--- src/rtl/sad_pkg.sv ---
// ---------------------------------------------------------------------------
// sad_pkg
// Shared definitions for the SAD datapath (sad_window_feeder and compute_SAD).
// Holds default geometry, derived widths and the window feeder state enum.
// ---------------------------------------------------------------------------
package sad_pkg;

    localparam int WIN_DEF       = 15;
    localparam int DATA_SIZE_DEF = 8;
    localparam int IMG_W_DEF     = 1;
    localparam int MAX_DISP_DEF  = 64;

    localparam int BEAT_W_DEF    = DATA_SIZE_DEF * IMG_W_DEF;
    localparam int OUT_WIDTH_DEF = BEAT_W_DEF * WIN_DEF;

    typedef enum logic [1:0] {
        FILL   = 2'd0,
        STREAM = 2'd1,
        DRAIN  = 2'd2
    } feeder_state_e;

    // Width of a counter that must hold values 0..win inclusive.
    function automatic int cnt_width(input int win);
        return (win < 1) ? 1 : $clog2(win + 1);
    endfunction

endpackage

--- src/rtl/sad_window_shreg.sv ---
// ---------------------------------------------------------------------------
// sad_window_shreg
// WIN-slot shift register of BEAT_W-bit beats, exposed as one flat bus.
// A shifted beat enters slot WIN-1 and every slot moves down by one, so
// slot 0 always holds the oldest beat.
//
// Ports:
//   clk     in   rising-edge clock
//   rst_n   in   synchronous active-low reset, clears every slot
//   i_en    in   shift i_data in
//   i_clr   in   with i_en: load i_data into slot WIN-1 and zero the rest;
//                alone: zero every slot
//   i_data  in   beat to shift in
//   o_flat  out  slot k at bits [k*BEAT_W +: BEAT_W]
// ---------------------------------------------------------------------------
module sad_window_shreg #(
    parameter int WIN    = 15,
    parameter int BEAT_W = 8
) (
    input  logic                  clk,
    input  logic                  rst_n,
    input  logic                  i_en,
    input  logic                  i_clr,
    input  logic [BEAT_W-1:0]     i_data,
    output logic [WIN*BEAT_W-1:0] o_flat
);

    // Packed so that element k lands at bits [k*BEAT_W +: BEAT_W] of o_flat.
    logic [WIN-1:0][BEAT_W-1:0] r_slots;

    always_ff @(posedge clk) begin
        if (!rst_n) begin
            r_slots <= '0;
        end else if (i_en && i_clr) begin
            // Start of a fresh row: history is dropped in the same edge the
            // first beat arrives, so a still-pending window is untouched.
            r_slots <= {i_data, {((WIN-1)*BEAT_W){1'b0}}};
        end else if (i_en) begin
            r_slots <= {i_data, r_slots[WIN-1:1]};
        end else if (i_clr) begin
            r_slots <= '0;
        end
    end

    assign o_flat = r_slots;

endmodule

--- src/rtl/sad_window_feeder.sv ---
// ---------------------------------------------------------------------------
// sad_window_feeder
// Turns a row-ordered pixel beat stream into sliding windows of WIN beats
// for compute_SAD. Windows never cross a row boundary (s_last).
//
// Ports:
//   clk        in   rising-edge clock
//   rst_n      in   synchronous active-low reset
//   s_valid    in   input beat valid
//   s_ready    out  feeder can accept a beat (!m_valid || m_ready)
//   s_data     in   pixel beat, lane j at [j*DATA_SIZE +: DATA_SIZE]
//   s_last     in   beat is the last of its row
//   m_valid    out  window valid
//   m_ready    in   consumer accepts the window
//   m_window   out  window, slot k (0 = oldest) at [k*BEAT_W +: BEAT_W]
//   short_row  out  one-cycle pulse: row ended before WIN beats arrived
//
// Build option SAD_FEEDER_ZERO_PAD_EN: each row is padded with WIN/2 zero
// beats on both sides (DRAIN state), giving one window per input beat.
// ---------------------------------------------------------------------------
module sad_window_feeder
    import sad_pkg::*;
#(
    parameter int WIN       = WIN_DEF,
    parameter int DATA_SIZE = DATA_SIZE_DEF,
    parameter int IMG_W     = IMG_W_DEF,
    parameter int BEAT_W    = DATA_SIZE * IMG_W,
    parameter int OUT_WIDTH = DATA_SIZE * IMG_W * WIN
) (
    input  logic                 clk,
    input  logic                 rst_n,
    input  logic                 s_valid,
    output logic                 s_ready,
    input  logic [BEAT_W-1:0]    s_data,
    input  logic                 s_last,
    output logic                 m_valid,
    input  logic                 m_ready,
    output logic [OUT_WIDTH-1:0] m_window,
    output logic                 short_row
);

    localparam int            CW    = cnt_width(WIN);
    localparam logic [CW-1:0] WIN_C = CW'(WIN);
    localparam logic [CW-1:0] ONE_C = CW'(1);

    feeder_state_e    r_state;
    feeder_state_e    w_state_nxt;
    logic [CW-1:0]    r_cnt;
    logic [CW-1:0]    w_cnt_nxt;
    logic [CW-1:0]    w_cnt_base;
    logic [CW-1:0]    w_cnt_inc;
    logic             r_m_valid;
    logic             w_m_valid_nxt;
    logic             r_short;
    logic             w_short_nxt;

    logic             w_out_free;
    logic             w_acc;
    logic             w_shift;
    logic             w_full;
    logic             w_clr;
    logic [BEAT_W-1:0] w_shift_data;

`ifdef SAD_FEEDER_ZERO_PAD_EN
    localparam int            PRE   = WIN / 2;
    localparam logic [CW-1:0] PRE_C = CW'(PRE);

    logic             r_row_start;
    logic             w_row_start_nxt;
    logic [CW-1:0]    r_drain;
    logic [CW-1:0]    w_drain_nxt;
    logic             w_drain_shift;
`endif

    // ---------------------------------------------------------------
    // Handshake and shift control
    // ---------------------------------------------------------------
    assign w_out_free = !r_m_valid || m_ready;

`ifdef SAD_FEEDER_ZERO_PAD_EN
    assign s_ready       = w_out_free && (r_state != DRAIN);
    assign w_drain_shift = (r_state == DRAIN) && w_out_free;
    assign w_shift       = w_acc || w_drain_shift;
    assign w_shift_data  = (r_state == DRAIN) ? '0 : s_data;
    // The row-start zero preload is folded into the first beat's shift.
    assign w_clr         = r_row_start && w_acc;
    assign w_cnt_base    = r_row_start ? PRE_C : r_cnt;
`else
    assign s_ready       = w_out_free;
    assign w_shift       = w_acc;
    assign w_shift_data  = s_data;
    assign w_clr         = 1'b0;
    assign w_cnt_base    = r_cnt;
`endif

    assign w_acc = s_valid && s_ready;

    // Saturate at WIN so a 2^n-1 window length never wraps the counter.
    assign w_cnt_inc = (w_cnt_base == WIN_C) ? WIN_C : (w_cnt_base + ONE_C);
    assign w_full    = (w_cnt_inc == WIN_C);

    sad_window_shreg #(
        .WIN    (WIN),
        .BEAT_W (BEAT_W)
    ) u_shreg (
        .clk    (clk),
        .rst_n  (rst_n),
        .i_en   (w_shift),
        .i_clr  (w_clr),
        .i_data (w_shift_data),
        .o_flat (m_window)
    );

    // ---------------------------------------------------------------
    // Next-state logic
    // ---------------------------------------------------------------
    always_comb begin
        w_state_nxt   = r_state;
        w_cnt_nxt     = r_cnt;
        w_short_nxt   = 1'b0;
        // A held window survives until consumed; a fresh one overrides.
        w_m_valid_nxt = r_m_valid && !m_ready;
`ifdef SAD_FEEDER_ZERO_PAD_EN
        w_row_start_nxt = r_row_start;
        w_drain_nxt     = r_drain;
`endif

        if (w_shift && w_full) begin
            w_m_valid_nxt = 1'b1;
        end

        case (r_state)
            FILL, STREAM: begin
                if (w_acc) begin
`ifdef SAD_FEEDER_ZERO_PAD_EN
                    w_row_start_nxt = 1'b0;
                    if (s_last) begin
                        if (PRE == 0) begin
                            w_state_nxt     = FILL;
                            w_cnt_nxt       = '0;
                            w_row_start_nxt = 1'b1;
                        end else begin
                            w_state_nxt = DRAIN;
                            w_cnt_nxt   = w_cnt_inc;
                            w_drain_nxt = '0;
                        end
                    end else begin
                        w_cnt_nxt   = w_cnt_inc;
                        w_state_nxt = w_full ? STREAM : FILL;
                    end
`else
                    if (s_last) begin
                        w_state_nxt = FILL;
                        w_cnt_nxt   = '0;
                        w_short_nxt = !w_full;
                    end else begin
                        w_cnt_nxt   = w_cnt_inc;
                        w_state_nxt = w_full ? STREAM : FILL;
                    end
`endif
                end
            end
`ifdef SAD_FEEDER_ZERO_PAD_EN
            DRAIN: begin
                if (w_drain_shift) begin
                    if (r_drain == PRE_C - ONE_C) begin
                        w_state_nxt     = FILL;
                        w_cnt_nxt       = '0;
                        w_row_start_nxt = 1'b1;
                        w_drain_nxt     = '0;
                    end else begin
                        w_cnt_nxt   = w_cnt_inc;
                        w_drain_nxt = r_drain + ONE_C;
                    end
                end
            end
`endif
            default: begin
                w_state_nxt = FILL;
                w_cnt_nxt   = '0;
            end
        endcase
    end

    // ---------------------------------------------------------------
    // State registers
    // ---------------------------------------------------------------
    always_ff @(posedge clk) begin
        if (!rst_n) begin
            r_state   <= FILL;
            r_cnt     <= '0;
            r_m_valid <= 1'b0;
            r_short   <= 1'b0;
`ifdef SAD_FEEDER_ZERO_PAD_EN
            r_row_start <= 1'b1;
            r_drain     <= '0;
`endif
        end else begin
            r_state   <= w_state_nxt;
            r_cnt     <= w_cnt_nxt;
            r_m_valid <= w_m_valid_nxt;
            r_short   <= w_short_nxt;
`ifdef SAD_FEEDER_ZERO_PAD_EN
            r_row_start <= w_row_start_nxt;
            r_drain     <= w_drain_nxt;
`endif
        end
    end

    assign m_valid   = r_m_valid;
    assign short_row = r_short;

endmodule

--- config.mk ---
export PLATFORM = sky130hd
export DESIGN_NAME = sad_window_feeder
export DESIGN_NICKNAME = d
export VERILOG_FILES = /design/src/rtl/sad_pkg.sv /design/src/rtl/sad_window_shreg.sv /design/src/rtl/sad_window_feeder.sv
export SDC_FILE = /design/constraint.sdc
export NUM_CORES = 1
export LEC_CHECK = 0
export BUFFER_PORTS_ARGS = -buffer_cell sky130_fd_sc_hd__buf_2
export CAP_MARGIN = 20
export CORE_ASPECT_RATIO = 1.5
export CORE_MARGIN = 5
export CORE_UTILIZATION = 46
export CTS_CLUSTER_DIAMETER = 120
export DETAILED_ROUTE_END_ITERATION = 6
export PLACE_DENSITY = 0.84
export SLEW_MARGIN = 30
export SYNTH_ARGS = -nofsm -noshare
export SYNTH_HDL_FRONTEND = slang
export SYNTH_SLANG_ARGS = --single-unit
--- constraint.sdc ---
create_clock -name clk -period 1.6 [get_ports clk]
set_clock_uncertainty 0.1 [all_clocks]
set_input_delay 0.08 -clock clk [delete_from_list [all_inputs] [get_ports clk]]
set_output_delay 0.08 -clock clk [all_outputs]
set_load 0.01 [all_outputs]
==> results of run 1 <==
-- synth_stat cells, drive strengths merged (2+ instances only) --
library cell	count	share of area, %
nor2b	2	0.41
buf	38	5.4
o21ai	120	12
o221a	2	0.46
nand2	2	0.15
dfxtp	126	51
nand3	121	12
a31oi	3	0.38
a21oi	120	12
clkbuf	29	2.4
nor3	2	0.20
inv	6	0.56
-- cell type report --
| class | count | area (um^2) | area share (%) |
|---|---|---|---|
| clock buffer | 21 | 460 | 7.10 |
| clock inverter | 11 | 235 | 3.63 |
| inverter | 6 | 30.0 | 0.463 |
| multi-input combinational | 382 | 2000 | 30.8 |
| sequential | 126 | 2530 | 39.0 |
| tap | 144 | 180 | 2.78 |
| timing repair buffer | 162 | 1060 | 16.3 |
-- cell usage in the layout (no fill, tap or decap), types with 2 or more instances in the layout --
cell type / Yosys / routed
o21ai_1: 4 / 4
o221a_2: 2 / 2
clkinvlp_4: 0 / 2
clkinv_2: 0 / 2
clkbuf_16: 0 / 18
nand3_1: 121 / 121
a31oi_1: 3 / 3
nand2_1: 2 / 2
clkbuf_1: 23 / 2
nor3_1: 2 / 2
o21ai_0: 116 / 116
buf_2: 23 / 134
dfxtp_1: 126 / 124
inv_1: 3 / 3
dlygate4sd3_1: 0 / 10
bufinv_16: 0 / 7
buf_4: 1 / 8
a21oi_1: 120 / 120
clkbuf_8: 0 / 2
buf_12: 0 / 7
-- through the flow --
stage / setup slack [ns] / hold slack [ns] / instances / setup TNS, ns
floorplan: 0.0237 / 0.118 / 581 / 0
global placement: 0.0207 / 0.234 / 806 / 0
detailed placement: -0.0535 / 0.245 / 806 / -0.0535
CTS: 0.0274 / 0.0472 / 851 / 0
global route: 0.0188 / 0.0667 / 852 / 0
finish: 0.0570 / 0.0538 / 852 / 0
-- sequential cells by signal, indices dropped and copies added, names as in the netlist --
name            flops
short_row           1
u_shreg.o_flat    120
r_cnt               4
m_valid             1
-- worst max path at each step --
stage / end / startpoint
2_1_floorplan: short_row / r_cnt[0]
3_3_place_gp: short_row / r_cnt[0]
3_5_place_dp: short_row / r_cnt[0]
4_1_cts: short_row / r_cnt[1]
5_1_grt: s_ready / m_valid
6_report: short_row / r_cnt[1]
-- repair_timing --
| action | 4_1_cts | 5_1_grt |
|---|---|---|
| setup endpoints to repair | 2 | 2 |
| pin swaps | 2 | 2 |
| endpoints found under the hold margin | 14 | 0 |
| buffers inserted | 2 | 0 |
| gates cloned | 1 | 1 |
| hold buffers | 10 | 0 |
| resized for setup | 5 | 1 |
-- cell families after synthesis --
kind of cell	after synthesis
flip-flops	126
adder cells (fa/ha/maj)	2
AO/OA/AOI/OAI	250
buffers and inverters	73
AND/OR/NAND/NOR	130
-- routing by layer --
metal	track usage [%]	vias up
met1	26.4	2408
met5	0	-
met4	12.0	0
met3	6.53	49
met2	39.2	264
li1	-	2323
-- where the power goes --
part	switching, mW	internal [mW]
Sequential	0.0201	3.16
Clock	1.36	3.16
Combinational	0.202	0.0998
-- critical path, stage by stage (launching register included) --
cell and delay [ns]:
dfxtp_4 0.35, ha_4 0.24, nor2b_1 0.13, maj3_2 0.34, a2111oi_4 0.28
==> impl_metrics.toml, run 1 <==
[hold_path]
hold_end = "r_cnt[2]"
hold_depth = 3
hold_start = "s_valid"
min_path_type = "in -> reg"

[cts]
ctsHtreeMaxLevel = 4
numCtsBuffers = 17
clockRootBuffer = "clkbuf_16"
clockBufferDepth = 2
cts_sinks = 126
clk_latency_ns = 0.41
cts_tree = "yes"
cts.clk_slew.worst_paths_ns = 0.06

[worst_setup_path]
cp-end-kind = "register"
worstPathArrival_ns = 1.76
criticalPathCategory = "reg -> reg"
r2r_end = "short_row"
rrSetupSlack_ns = 0.06
worstPathRequired_ns = 1.81
worstRegToRegCells = 4
reg2reg_from = "r_cnt[1]"
critPathMaxFanout = 3
cp-start-kind = "register"

[floorplanning]
die_y_um = 136
start_util_pct = 46.6
die_w_um = 94.3
core_mm2 = 0.0105
ioPinCount = 136
fp.dieArea_mm2 = 0.0129
rows = 46

[logic_synthesis]
yosysUniqueCellTypes = 30
synth_top_family_by_area = "compound AO/OA/AOI/OAI gates"
syn_area_mm2 = 0.00491
synth-compound-area-share_pct = 26.3
synthMuxAreaShare_pct = 0
synth-xor-area-share_pct = 0
synth_fa_ha_area_share_pct = 0.485
synth_warnings = 0
async_flop_share_pct = 0
synth_seq_cells = 126
syn_nets = 595
synthCells = 581
synth_edf_count = 0
ys.flop_type = "dfxtp_1"
yosysSeqAreaShare_pct = 51.4
synth-simple-area-share_pct = 13.4
avgSynthCellArea_um2 = 8.44

[detailed_routing]
ant_nets = 0
dr_total_vias = 5044
route.met2.wl_um = 7850
finalWirelength_um = 15300
wl_per_cell_um = 18.0
remaining_drc_errors = 0
drt_iter0_drc = 435
first_pass_iters = 5
vias_per_cell = 5.92
top_layer_used = "met4"
m1WireLength_um = 5820
route.met3.wl_um = 1100

[pwr]
peakVddDrop_v = 0.000759
p_leak_nw = 2.60
p_per_area_mw_per_mm2 = 1230
total_power_mw = 8.00

[timing]
slew_violations = 0
fin_crit_ns = 1.54
worst_slew_pin_slew_ns = 0.402
setup_viol_count_final = 0
min_period_over_period_pct = 96.4
hold_viol = 0
rsz0062_at_grt = "false"
max_slew_margin_pct = 73.2
max_freq_ghz = 0.648

[placement]
io_buffers = 135
hpwl_um = 9300
placed_area_mm2 = 0.00558
gp_congestion = 0.825

[cells_and_area]
post-route-util_pct = 61.6
fillCellCount = 932
layout.nets = 709
antenna_cells = 0
syn_to_final_growth_pct = 32.3
drive_gt1_share_pct = 27.4
final_area_mm2 = 0.00649

[grt]
grt_overflow_total = 0
grt_pass1_vias = 4775
antenna_found_initial = 0
grt_usage_pct = 23.2
grt_pass1_wl_um = 23500
grt_max_degree = 88

[run_status]
status = "finished clean"

[job]
drv_cap = 0
(Power assumes the default switching activity.)
==> run 2: changes to the inputs <==
- BUFFER_PORTS_ARGS: -buffer_cell sky130_fd_sc_hd__buf_2 -> default
- DONT_BUFFER_PORTS: default -> 1
- PLACE_DENSITY: 0.84 -> 0.73
==> run 2 against run 1 <==
  * Global-route usage down 2.2 points
  * Hold slack lost 0.30 ns
  * Design area is 13% lower
  * Utilization shrank 7.9 points
  * Die area did not move
  * Maximum frequency up 0.72%
  * Setup slack improved by 0.011 ns
  * The run now ends with negative hold slack left
==> impl_metrics.toml, run 2 (synthesis results as in run 1) <==
[run_status]
status = "complete, but fails checks"
violations = "negative hold slack"

[job]
drv_cap = 0

[cts]
cts.clk_slew.worst_paths_ns = 0.06
cts_tree = "yes"
clk_latency_ns = 0.40
cts_hold_buf = 10
ctsHtreeMaxLevel = 4
clockBufferDepth = 2
numCtsBuffers = 17
clockRootBuffer = "clkbuf_16"
cts_sinks = 126

[detailed_routing]
remaining_drc_errors = 0
dr_total_vias = 4365
ant_nets = 0
vias_per_cell = 6.08
wl_per_cell_um = 19.1
first_pass_iters = 7
finalWirelength_um = 13700
drt_iter0_drc = 301

[timing]
setup_viol_count_final = 0
min_period_over_period_pct = 95.7
slew_violations = 0
rsz0062_at_grt = "false"
max_freq_ghz = 0.653
fin_crit_ns = 1.53
max_slew_margin_pct = 62.3
worst_slew_pin_slew_ns = 0.566
worst_hold_slack_ns = -0.248
worst_slack_ns = 0.0681
hold_viol = 125

[pwr]
swShare_pct = 20.8
peakVddDrop_v = 0.000694
pwr-share-seq_pct = 44.3
switchingPower_mw = 1.50
p_per_area_mw_per_mm2 = 1280
p_clk_share_pct = 52.9
intPower_mw = 5.71
power_frac_comb_pct = 2.8
p_leak_nw = 1.79
total_power_mw = 7.22

[worst_setup_path]
worstPathArrival_ns = 1.74
cp-end-kind = "register"
critPathMaxFanout = 2
worstPathRequired_ns = 1.81
cp-start-kind = "register"
criticalPathCategory = "reg -> reg"

[grt]
grt_overflow_total = 0
grt_usage_pct = 21.0
grt_max_degree = 125
antenna_found_initial = 0
grt_pass1_wl_um = 21300
grt_pass1_vias = 3985

[placement]
post-place-ws_ns = -0.0842
hpwl_um = 8770
placed_area_mm2 = 0.00489
io_buffers = 0
gp_congestion = 0.826
dp.cells = 674

[cells_and_area]
final_cell_mix = "dfxtp_1 (125), nand3_1 (121), a21oi_1 (120)"
final_common_cell = "dfxtp_1"
layout.nets = 575
fillCellCount = 976
syn_to_final_growth_pct = 15.3
drive_gt1_share_pct = 10.3
largest_reg_flops = 120
antenna_cells = 0
final_area_mm2 = 0.00565
final_cells = 718

[floorplanning]
die_w_um = 94.3
start_util_pct = 46.6
die_y_um = 136
ioPinCount = 136
rows = 46
fp.dieArea_mm2 = 0.0129
core_mm2 = 0.0105

[hold_path]
min_path_type = "in -> reg"
==> run 2: changes by cell type in the layout (fill, tap and decap cells not counted), moves of 2 or more <==
cell / before / now
clkinv_2: 2 / 4
buf_2: 134 / 0
buf_8: 0 / 2
bufinv_16: 7 / 3
buf_12: 7 / 5
buf_4: 8 / 10
==> run 2: per-layer routing <==
layer,up-vias,routed length [um],track usage (%),share of wire (%)
met5,-,0,0,0
met4,0,431,10.3,3.1
met3,32,1190,7.70,8.7
met2,182,7160,35.5,52
met1,2104,4960,23.0,36
li1,2047,-,-,-
==> run 2: timing repair <==
item / 4_1_cts / 5_1_grt
pin swaps: 3 / 0
resized for setup: 4 / 8
setup endpoints to repair: 2 / 69
buffers inserted: 2 / 1
hold endpoints to repair: 126 / 125
==> run 2: path summary, 6_finish.rpt <==
| path | from | to | slack (ns) | depth (start not counted) |
|---|---|---|---|---|
| max | r_cnt[0] | short_row | 0.07 | 4 |
| max reg2reg | r_cnt[0] | short_row | 0.07 | 4 |
| min | s_valid | u_shreg.o_flat[117] | -0.25 | 2 |
| min reg2reg | u_shreg.o_flat[3] | u_shreg.o_flat[3] | 0.42 | 2 |
==> run 2: metrics by stage <==
stage	utilization [%]	TNS, ns
after floorplan	-	0
after global placement	46.4	0
after detailed placement	46.4	-0.0842
after CTS	53.3	0
after global routing	53.7	0
final	53.7	0
==> run 2: layout make-up <==
class                      count  area, um^2  area share (%)
clock buffer                  21         450            7.97
sequential                   126        2530            44.7
clock inverter                11         141            2.50
timing repair buffer          28         317            5.60
inverter                       6        32.5           0.575
tap                          144         180            3.19
multi-input combinational    382        2010            35.5
==> run 2: power by group through the flow <==
stage / combinational (mW) / sequential, mW / clock (mW)
2_1_floorplan: 0.166 / 3.26 / 0
3_3_place_gp: 0.156 / 3.27 / 0
3_5_place_dp: 0.163 / 3.27 / 0
4_1_cts: 0.193 / 3.20 / 3.88
5_1_grt: 0.217 / 3.20 / 4.06
6_report: 0.199 / 3.20 / 3.82
==> run 2: worst max-delay path: stages, from the launching register on <==
cell and delay (ns):
dfxtp_1 0.37, ha_4 0.22, nor2b_4 0.12, maj3_2 0.33
a2111oi_4 0.29
==> run 3: changes to the inputs <==
- clock period: 1.6 -> 1.35 ns (I/O delays scaled with it)
==> run 3 against run 2 <==
  * The run ends with negative hold slack, negative setup slack left
  * Total power increased by 20%
  * Register-to-register slack worse by 0.30 ns
  * Utilization increased by 19 points
  * Design area increased by 35%
  * Sequential cell count unchanged
  * Via count rose by 15%
  * Sequential share of layout area fell by 12 points
  * Setup slack worse by 0.30 ns
  * Clock-buffer cell count up 1
  * Critical path depth did not move
  * Largest power group unchanged
==> impl_metrics.toml, run 3 (synthesis results as in run 1) <==
[cts]
cts_hold_buf = 10
cts.clk_slew.worst_paths_ns = 0.05
clockRootBuffer = "clkbuf_16"
clockBufferDepth = 2
numCtsBuffers = 17
clk_latency_ns = 0.42
cts_sinks = 126
cts_tree = "yes"
ctsHtreeMaxLevel = 4

[floorplanning]
core_mm2 = 0.0105
die_w_um = 94.3
ioPinCount = 136
fp.dieArea_mm2 = 0.0129
die_y_um = 136
rows = 46
start_util_pct = 46.6

[run_status]
status = "complete, but fails checks"
violations = "negative hold slack, negative setup slack"

[cells_and_area]
post-route-util_pct = 72.5
syn_to_final_growth_pct = 55.6
drive_gt1_share_pct = 48.6
antenna_cells = 0
layout.nets = 623
largest_reg_flops = 120
final_cell_mix = "dfxtp_1 (122), a21oi_1 (71), o21ai_2 (64)"
final_common_cell = "dfxtp_1"

[grt]
grt_overflow_total = 0
grt_usage_pct = 24.0
antenna_found_initial = 0
grt_pass1_wl_um = 23700
grt_pass1_vias = 4187
grt_max_degree = 125

[timing]
worst_slack_ns = -0.229
worst_hold_slack_ns = -0.284
min_period_over_period_pct = 117
tns_ns = -11.08
fin_crit_ns = 1.58
hold_viol = 79
max_slew_margin_pct = 63.6
setup_viol_count_final = 125
rsz0062_at_grt = "true"
worst_slew_pin_slew_ns = 0.546
max_freq_ghz = 0.633
slew_violations = 0

[worst_setup_path]
criticalPathCategory = "reg -> reg"
cp-end-kind = "register"
rrSetupSlack_ns = -0.23
cp-start-kind = "register"
worstPathArrival_ns = 1.79
critPathMaxFanout = 2
worstPathRequired_ns = 1.56

[detailed_routing]
vias_per_cell = 6.54
dr_total_vias = 5007
finalWirelength_um = 20100
first_pass_iters = 7
wl_per_cell_um = 26.3
ant_nets = 0
drt_iter0_drc = 453
remaining_drc_errors = 0

[pwr]
peakVddDrop_v = 0.00104
p_per_area_mw_per_mm2 = 1140
p_leak_nw = 2.34
total_power_mw = 8.69

[hold_path]
min_path_type = "in -> reg"

[placement]
io_buffers = 0
gp_congestion = 0.776
hpwl_um = 8930

[job]
drv_cap = 0
-- run 3: changes by cell type in the layout (fill, tap and decap cells not counted), moves of 10 or more --
| cell | delta |
|---|---|
| o21ai_4 | +11 |
| o21ai_2 | +64 |
| o21ai_1 | +20 |
| nand3_1 | -64 |
| buf_6 | +11 |
| buf_12 | +10 |
| a21oi_1 | -49 |
| clkbuf_16 | +20 |
| o21ai_0 | -95 |
| nand3_2 | +57 |
| a21oi_2 | +49 |
-- run 3: layout make-up --
class	instances	area [um^2]
multi-input cells	382	2960
fillers	699	2900
flip-flops and latches	126	2530
repair buffers	74	1320
clock buffers	22	474
well taps	144	180
clock inverters	10	111
inverters	6	28.8
repair inverters	2	27.5
-- run 3: critical path, cell delays in order (launching register included) --
cell and delay, ns:
dfxtp_2 0.37, ha_4 0.22, nor2b_4 0.12, maj3_2 0.34, a2111oi_4 0.32
-- run 3: where the power goes --
group	internal (mW)	switching, mW	total (mW)	leakage, nW
logic	0.100	0.211	0.312	1.04
registers	3.75	0.0507	3.80	1.02
clock network	2.86	1.72	4.57	0.282
total	6.71	1.98	8.69	2.34
-- run 3: per-layer routing --
layer  global-route usage (%)  share of wire (%)
met2                     39.5                 52
met5                        0                  0
met1                     27.6                 33
met4                     9.88                5.0
met3                     9.69                9.5
-- run 3: worst paths after layout --
| path | to | start | cells after the start |
|---|---|---|---|
| max | short_row | r_cnt[1] | 4 |
| min | u_shreg.o_flat[116] | s_valid | 2 |
| max reg2reg | short_row | r_cnt[1] | 4 |
| min reg2reg | u_shreg.o_flat[0] | u_shreg.o_flat[0] | 2 |
-- run 3: per-stage QoR --
step	setup slack, ns	instance area [um^2]	std cells
after CTS	-0.181	5900	729
after floorplan	-0.0861	4920	581
final	-0.229	7630	766
after global placement	-0.105	4950	675
after detailed placement	-0.206	4950	675
after global routing	-0.224	7630	766
-- run 3: timing repair --
action | in CTS | in global routing
endpoints found under the hold margin | 126 | 125
gates resized for setup | 19 | 335
setup endpoints to repair | 6 | 126
cloned | 6 | 31
pin swaps | 25 | 107
buffers inserted | 6 | 9
